--- src/rtl/rf_wb_arbiter.sv ---
// Register-file write-back arbiter: round-robin ALU/LSU grant onto
// the single write port, plus a per-register busy scoreboard.
module rf_wb_arbiter #(
  parameter int XLEN = 32
) (
  input  logic            clk_i,
  input  logic            rst_i,
  input  logic            reserve_valid_i,
  input  logic [4:0]      reserve_addr_i,
  input  logic            alu_valid_i,
  output logic            alu_ready_o,
  input  logic [4:0]      alu_addr_i,
  input  logic [XLEN-1:0] alu_data_i,
  input  logic            lsu_valid_i,
  output logic            lsu_ready_o,
  input  logic [4:0]      lsu_addr_i,
  input  logic [XLEN-1:0] lsu_data_i,
  output logic            rf_we_o,
  output logic [4:0]      rf_waddr_o,
  output logic [XLEN-1:0] rf_wdata_o,
  input  logic [4:0]      query_addr1_i,
  input  logic [4:0]      query_addr2_i,
  output logic            busy1_o,
  output logic            busy2_o
);

  logic            last_lsu_q, last_lsu_d;
  logic            we_q, we_d;
  logic [4:0]      waddr_q, waddr_d;
  logic [XLEN-1:0] wdata_q, wdata_d;
  logic [31:0]     busy_q, busy_d;
  logic            alu_gnt, lsu_gnt;

  // On a tie the requester not granted most recently wins.
  always_comb begin
    alu_gnt = !rst_i && alu_valid_i &&
              (!lsu_valid_i || last_lsu_q);
    lsu_gnt = !rst_i && lsu_valid_i &&
              (!alu_valid_i || !last_lsu_q);
  end

  always_comb begin
    last_lsu_d = last_lsu_q;
    we_d       = 1'b0;
    waddr_d    = waddr_q;
    wdata_d    = wdata_q;
    if (alu_gnt) last_lsu_d = 1'b0;
    if (lsu_gnt) last_lsu_d = 1'b1;
    if (alu_gnt && alu_addr_i != 5'd0) begin
      we_d    = 1'b1;
      waddr_d = alu_addr_i;
      wdata_d = alu_data_i;
    end else if (lsu_gnt && lsu_addr_i != 5'd0) begin
      we_d    = 1'b1;
      waddr_d = lsu_addr_i;
      wdata_d = lsu_data_i;
    end
  end

  // A new reservation overrides the clear from a landing write.
  always_comb begin
    busy_d = busy_q;
    if (we_q) busy_d[waddr_q] = 1'b0;
    if (reserve_valid_i && reserve_addr_i != 5'd0)
      busy_d[reserve_addr_i] = 1'b1;
    busy_d[0] = 1'b0;
  end

  always_ff @(posedge clk_i or posedge rst_i) begin
    if (rst_i) begin
      last_lsu_q <= 1'b1;
      we_q       <= 1'b0;
      waddr_q    <= '0;
      wdata_q    <= '0;
      busy_q     <= '0;
    end else begin
      last_lsu_q <= last_lsu_d;
      we_q       <= we_d;
      waddr_q    <= waddr_d;
      wdata_q    <= wdata_d;
      busy_q     <= busy_d;
    end
  end

  assign alu_ready_o = alu_gnt;
  assign lsu_ready_o = lsu_gnt;
  assign rf_we_o     = we_q;
  assign rf_waddr_o  = waddr_q;
  assign rf_wdata_o  = wdata_q;
  assign busy1_o     = busy_q[query_addr1_i];
  assign busy2_o     = busy_q[query_addr2_i];

endmodule

--- config.mk ---
export PLATFORM = sky130hd
export DESIGN_NAME = rf_wb_arbiter
export DESIGN_NICKNAME = d
export VERILOG_FILES = /design/src/rtl/rf_wb_arbiter.sv
export SDC_FILE = /design/constraint.sdc
export NUM_CORES = 1
export LEC_CHECK = 0
export BUFFER_PORTS_ARGS = -buffer_cell sky130_fd_sc_hd__buf_2
export CORE_MARGIN = 2
export CORE_UTILIZATION = 49
export CTS_BUF_LIST = sky130_fd_sc_hd__clkbuf_8
export DETAILED_ROUTE_END_ITERATION = 8
export PLACE_DENSITY_LB_ADDON = 0.2
export SYNTH_ARGS = -nofsm -noshare
export SYNTH_HDL_FRONTEND = slang
export SYNTH_SLANG_ARGS = --single-unit
export TNS_END_PERCENT = 10
--- constraint.sdc ---
create_clock -name clk_i -period 6.3 [get_ports clk_i]
set_clock_uncertainty 0.15 [all_clocks]
set_input_delay 0.315 -clock clk_i [delete_from_list [all_inputs] [get_ports clk_i]]
set_output_delay 0.315 -clock clk_i [all_outputs]
set_load 0.005 [all_outputs]
==> results of run 1 <==
## routing by layer
layer,vias to the layer above,global-route usage,wire (µm)
li1,1867,-,-
met1,1951,0.365,4590
met2,176,0.433,5750
met3,22,0.0511,894
met4,0,0.104,238
met5,-,0,0
## flip-flops by register name, summed over array words and instances, names as in the netlist
| signal | flops |
|---|---|
| busy_q | 31 |
| last_lsu_q | 1 |
| rf_wdata_o | 32 |
| rf_we_o | 1 |
| rf_waddr_o | 5 |
## path summary, 6_finish.rpt
check                      cells past startpoint                         end                    from  slack, ns
max                                            7                 alu_ready_o                   rst_i       3.17
min                                            3  rf_wdata_o[16]$_DFFE_PP0P_          alu_data_i[16]       0.07
max reg2reg                                    5  rf_wdata_o[28]$_DFFE_PP0P_  last_lsu_q$_DFFE_PP1P_       3.66
min reg2reg                                    2      last_lsu_q$_DFFE_PP1P_  last_lsu_q$_DFFE_PP1P_       0.36
max in group asynchronous                      3         busy_q[2]$_DFF_PP0_                   rst_i       5.32
min in group asynchronous                      3   rf_wdata_o[8]$_DFFE_PP0P_                   rst_i       0.08
## through the flow
step	instance area, µm²	hold WS, ns	std cells	power, mW	setup WS [ns]
6_report	4890	0.0747	647	1.62	3.17
3_3_place_gp	4630	0.328	631	1.14	3.01
3_5_place_dp	4630	0.337	631	1.16	2.94
2_1_floorplan	4000	0.299	429	0.977	3.30
5_1_grt	4890	0.0697	647	1.72	2.83
4_1_cts	4890	0.0660	647	1.62	3.13
## critical path, stage by stage
cell     delay (ns)
buf_2          0.11
inv_2          0.04
buf_4          0.67
nand3_4        0.51
inv_2          0.15
buf_4          0.59
buf_2          0.23
## cells in the final DEF, fill, tap and decap left out, types with 2 or more instances in the layout
cell,count
or3_1,2
and2_1,2
dfrtp_1,69
nor2b_1,4
clkbuf_8,11
bufinv_16,3
inv_2,2
a21oi_1,6
nand3b_1,10
or3b_2,4
buf_4,4
nor2_1,8
buf_2,135
mux2i_1,18
o2111ai_1,2
o21ai_1,7
nand2_1,10
a31oi_1,36
nand2b_1,6
mux4_2,6
nand4_1,2
a211oi_1,38
inv_1,4
o21ai_0,92
o211ai_1,2
a22oi_1,4
or3b_1,2
nand3_1,44
## power breakdown
part | switching (mW) | internal [mW]
Combinational | 0.223 | 0.214
Sequential | 0.118 | 0.598
Clock | 0.178 | 0.285
## cell families after synthesis
family          Yosys count  synth area share
compound gates          191             0.284
buf+inv                  45            0.0588
flops                    70             0.438
mux                      24            0.0788
simple gates             99             0.141
## final cells by class
| cell class | instances | area [µm²] |
|---|---|---|
| fill | 682 | 2920 |
| multi-input combinational | 314 | 2020 |
| sequential | 70 | 1750 |
| timing repair buffer | 139 | 706 |
| clock buffer | 11 | 151 |
| tap | 102 | 128 |
| clock inverter | 5 | 104 |
| inverter | 6 | 22.5 |
==> flow_summary.toml, run 1 <==
[synth]
synthTopCellsByArea = "dfrtp_1 43%, o21ai_0 12%, a211oi_1 7.1%, a31oi_1 5.6%, nand3_1 5.5%"
synth_edf_count = 0
ys_warn_count = 0
avgSynthCellArea_um2 = 9.33
ys.flop_type = "dfrtp_1"
synth_area_mm2 = 0.00400
ys_types = 37
synth_area_leader_cell = "dfrtp_1"
ys_top_cells_by_count = "92 x o21ai_0, 69 x dfrtp_1, 44 x nand3_1, 38 x a211oi_1, 36 x a31oi_1"
synth_nets = 523
synth_top_area_share = 0.431
synth-async-reset-ratio = 1.00
synth_seq_cells = 70
synthMostInstantiatedCell = "o21ai_0"
postSynthCellCount = 429
ys_seq_area_frac = 0.438

[cts]
clkTransAtPathRegs_ns = 0.08
ctsHoldBuffers = 0
post_cts_buffers = 0
cts.htree.levels = 3
cts_resized = 0
cts_buffer_depth = 2
clockRootBuffer = "clkbuf_8"
cts_inserted_buffers = 9
tritoncts = "done"
clkSinkCount = 70
insertion_delay_ns = 0.35

[detailed_routing]
totalWireLength_um = 11500
drtIter0Drc = 239
drc = 0
ant_nets = 0
viasPerCell = 6.21
vias = 4016
post_drt_wl_per_cell_um = 17.7
drtPass1Iterations = 5

[sta]
rsz0062_at_grt = "no"
slew_headroom = 0.189
min_period_ns = 3.13
setup_viol = 0
max_freq_mhz = 320
tightest_slew_ns = 1.22
tns_ns = 0
finalHoldViolCount = 0
slew_violations = 0
fin_crit_sh = 0.497

[placement]
portBuffers = 135
dp_hpwl_um = 7820
gp_congestion = 0.805

[power]
p_leak_nw = 2.00
p_per_area_mw_per_mm2 = 331
vdd_drop_max_uv = 155

[global_route]
antenna_found_initial = 0
grt.overflow.total = 0
grt_pass1_wl_um = 18700
grt_max_degree = 76
grt_usage = 0.269
grt_pass1_vias = 3822

[die]
core_mm2 = 0.00781
dieArea_mm2 = 0.00891
io_pins = 136
num_rows = 32
die_h_um = 94.4
die_w_um = 94.4
start_util = 0.513

[status]
status = "finished clean"

[flow_run]
maxCapViolations = 0

[critical_path]
end_kind = "primary output"
required_ns = 5.83
crit_arrival_ns = 2.66
critPathMaxFanout = 75
crit_type = "input port to primary output"
start_kind = "input port"

[final_layout]
finalNetCount = 634
diodes = 0
syn2layout_area_growth_pct = 22.1
drive_above_1_share = 0.317
fin_util = 0.626

[worst_hold_path]
hold_path.class = "input port to flop"
No activity file was read; power rests on OpenSTA's default activity.
==> run 2, diff against run 1 <==
--- a/config.mk
+++ b/config.mk
@@ -7,7 +7,7 @@
 export LEC_CHECK = 0
 export BUFFER_PORTS_ARGS = -buffer_cell sky130_fd_sc_hd__buf_2
 export CORE_MARGIN = 2
-export CORE_UTILIZATION = 49
+export CORE_UTILIZATION = 47
 export CTS_BUF_LIST = sky130_fd_sc_hd__clkbuf_8
 export DETAILED_ROUTE_END_ITERATION = 8
 export PLACE_DENSITY_LB_ADDON = 0.2
==> constraint.sdc (replaced) <==
create_clock -name clk_i -period 2.58 [get_ports clk_i]
set_clock_uncertainty 0.15 [all_clocks]
set_input_delay 0.129 -clock clk_i [delete_from_list [all_inputs] [get_ports clk_i]]
set_output_delay 0.129 -clock clk_i [all_outputs]
set_load 0.005 [all_outputs]
==> flow_summary.toml, run 2 (same netlist as run 1, synthesis figures left out) <==
[power]
p_per_area_mw_per_mm2 = 680
pwr-share-comb = 0.322
clkPwrFrac = 0.219
internal-power_mw = 2.53
switching_share = 0.338
vdd_drop_max_uv = 324
power.switching_mw = 1.29
pwr-share-seq = 0.459
p_leak_nw = 2.30

[die]
dieArea_mm2 = 0.00927
die_h_um = 96.3
io_pins = 136
num_rows = 33
core_mm2 = 0.00822
start_util = 0.487
die_w_um = 96.3

[sta]
fin_ws_ns = 0.151
min_period_ns = 2.43
slew_violations = 0
tightest_slew_ns = 0.899
slew_headroom = 0.401
setup_viol = 0
finalHoldViolCount = 22
tns_ns = 0
max_freq_mhz = 412
fin_crit_sh = 0.942
hold_ws_ns = -0.0362
rsz0062_at_grt = "no"

[cts]
cts_inserted_buffers = 9
clkTransAtPathRegs_ns = 0.07
cts.htree.levels = 3
insertion_delay_ns = 0.34
clockRootBuffer = "clkbuf_8"
clkSinkCount = 70
post_cts_buffers = 0
tritoncts = "done"
cts_buffer_depth = 2

[detailed_routing]
totalWireLength_um = 13200
drtIter0Drc = 226
viasPerCell = 6.04
ant_nets = 0
drtPass1Iterations = 5
post_drt_wl_per_cell_um = 18.1
drc = 0
vias = 4397

[global_route]
grt_usage = 0.292
grt_max_degree = 71
grt_pass1_vias = 4341
grt.overflow.total = 0
grt_pass1_wl_um = 20900
antenna_found_initial = 0

[placement]
dp_hpwl_um = 8160
gp_congestion = 0.819
post-place-ws_ns = 0.517
portBuffers = 135

[status]
status = "finished, violations left"
violations = "negative hold slack"

[critical_path]
crit_arrival_ns = 2.50
required_ns = 2.65
crit_type = "input port to flop"
critPathMaxFanout = 37
start_kind = "input port"
end_kind = "flop"

[flow_run]
maxCapViolations = 0

[final_layout]
fillers = 650
largest_reg_flops = 32
final_common_cell = "buf_2"
finalNetCount = 712
syn2layout_area_growth_pct = 40.4
drive_above_1_share = 0.284
final_cell_mix = "135 x buf_2, 92 x o21ai_0, 74 x dlygate4sd3_1"
diodes = 0

[worst_hold_path]
hold_path.class = "input port to asynchronous set/reset pin"
-- run 2: changes by cell type in the layout (fill, tap and decap cells not counted), sizes merged --
cell / delta
clkinvlp: +1
buf: +4
clkinv: +3
bufinv: -2
dlygate4sd3: +74
clkbuf: -2
-- run 2: worst max-delay path, stage by stage --
cell and delay (ns):
dlygate4sd3_1 0.53, buf_2 0.14, nor4_2 0.37, a211oi_4 0.10
buf_4 0.27, a211oi_1 0.27, a31oi_1 0.08, dlygate4sd3_1 0.59
-- run 2: final cells by class --
type                       count  area (µm²)  area share
clock inverter                 7        57.6      0.0102
tap                          105         131      0.0234
inverter                       6        26.3     0.00467
multi-input combinational    314        2030       0.361
sequential                    70        1750       0.312
timing repair buffer         217        1500       0.267
clock buffer                   9         124      0.0220
-- run 2: per-stage QoR --
stage | cells | instance area [µm²] | utilization | total power, mW | hold WS [ns]
6_report | 728 | 5620 | 0.684 | 3.82 | -0.0362
4_1_cts | 728 | 5620 | 0.684 | 3.80 | 0.00364
5_1_grt | 728 | 5620 | 0.684 | 4.07 | 0.0548
3_3_place_gp | 638 | 4700 | 0.571 | 2.80 | 0.240
3_5_place_dp | 638 | 4700 | 0.571 | 2.86 | 0.245
2_1_floorplan | 429 | 4010 | - | 2.39 | 0.113
-- run 2: what timing repair did --
action,CTS,global route
resized for setup,0,2
hold buffers,74,0
endpoints found under the setup margin,0,4
endpoints found under the hold margin,38,0
-- run 2: worst paths after layout --
check	depth (start not counted)	end	slack, ns	from
worst max-delay path	8	rf_wdata_o[4]$_DFFE_PP0P_	0.15	lsu_addr_i[1]
worst max register to register	6	rf_wdata_o[4]$_DFFE_PP0P_	0.21	last_lsu_q$_DFFE_PP1P_
worst min-delay path	3	rf_wdata_o[6]$_DFFE_PP0P_	-0.04	rst_i
max in group asynchronous	3	busy_q[25]$_DFF_PP0_	1.69	rst_i
min in group clk_i	4	rf_waddr_o[2]$_DFFE_PP0P_	0.01	lsu_addr_i[2]
worst min register to register	2	last_lsu_q$_DFFE_PP1P_	0.36	last_lsu_q$_DFFE_PP1P_
-- run 2: power groups by stage --
| stage | logic [mW] | registers, mW | clock network, mW |
|---|---|---|---|
| 2_1_floorplan | 0.714 | 1.67 | 0 |
| 3_3_place_gp | 1.06 | 1.74 | 0 |
| 3_5_place_dp | 1.09 | 1.77 | 0 |
| 4_1_cts | 1.21 | 1.75 | 0.842 |
| 5_1_grt | 1.38 | 1.80 | 0.889 |
| 6_report | 1.23 | 1.76 | 0.836 |
-- run 2: metal layers --
metal,GRT usage,routed length (µm),vias to the layer above
met5,0,0,-
met3,0.0532,919,43
li1,-,-,2020
met4,0.144,422,0
met2,0.494,6680,239
met1,0.358,5170,2095
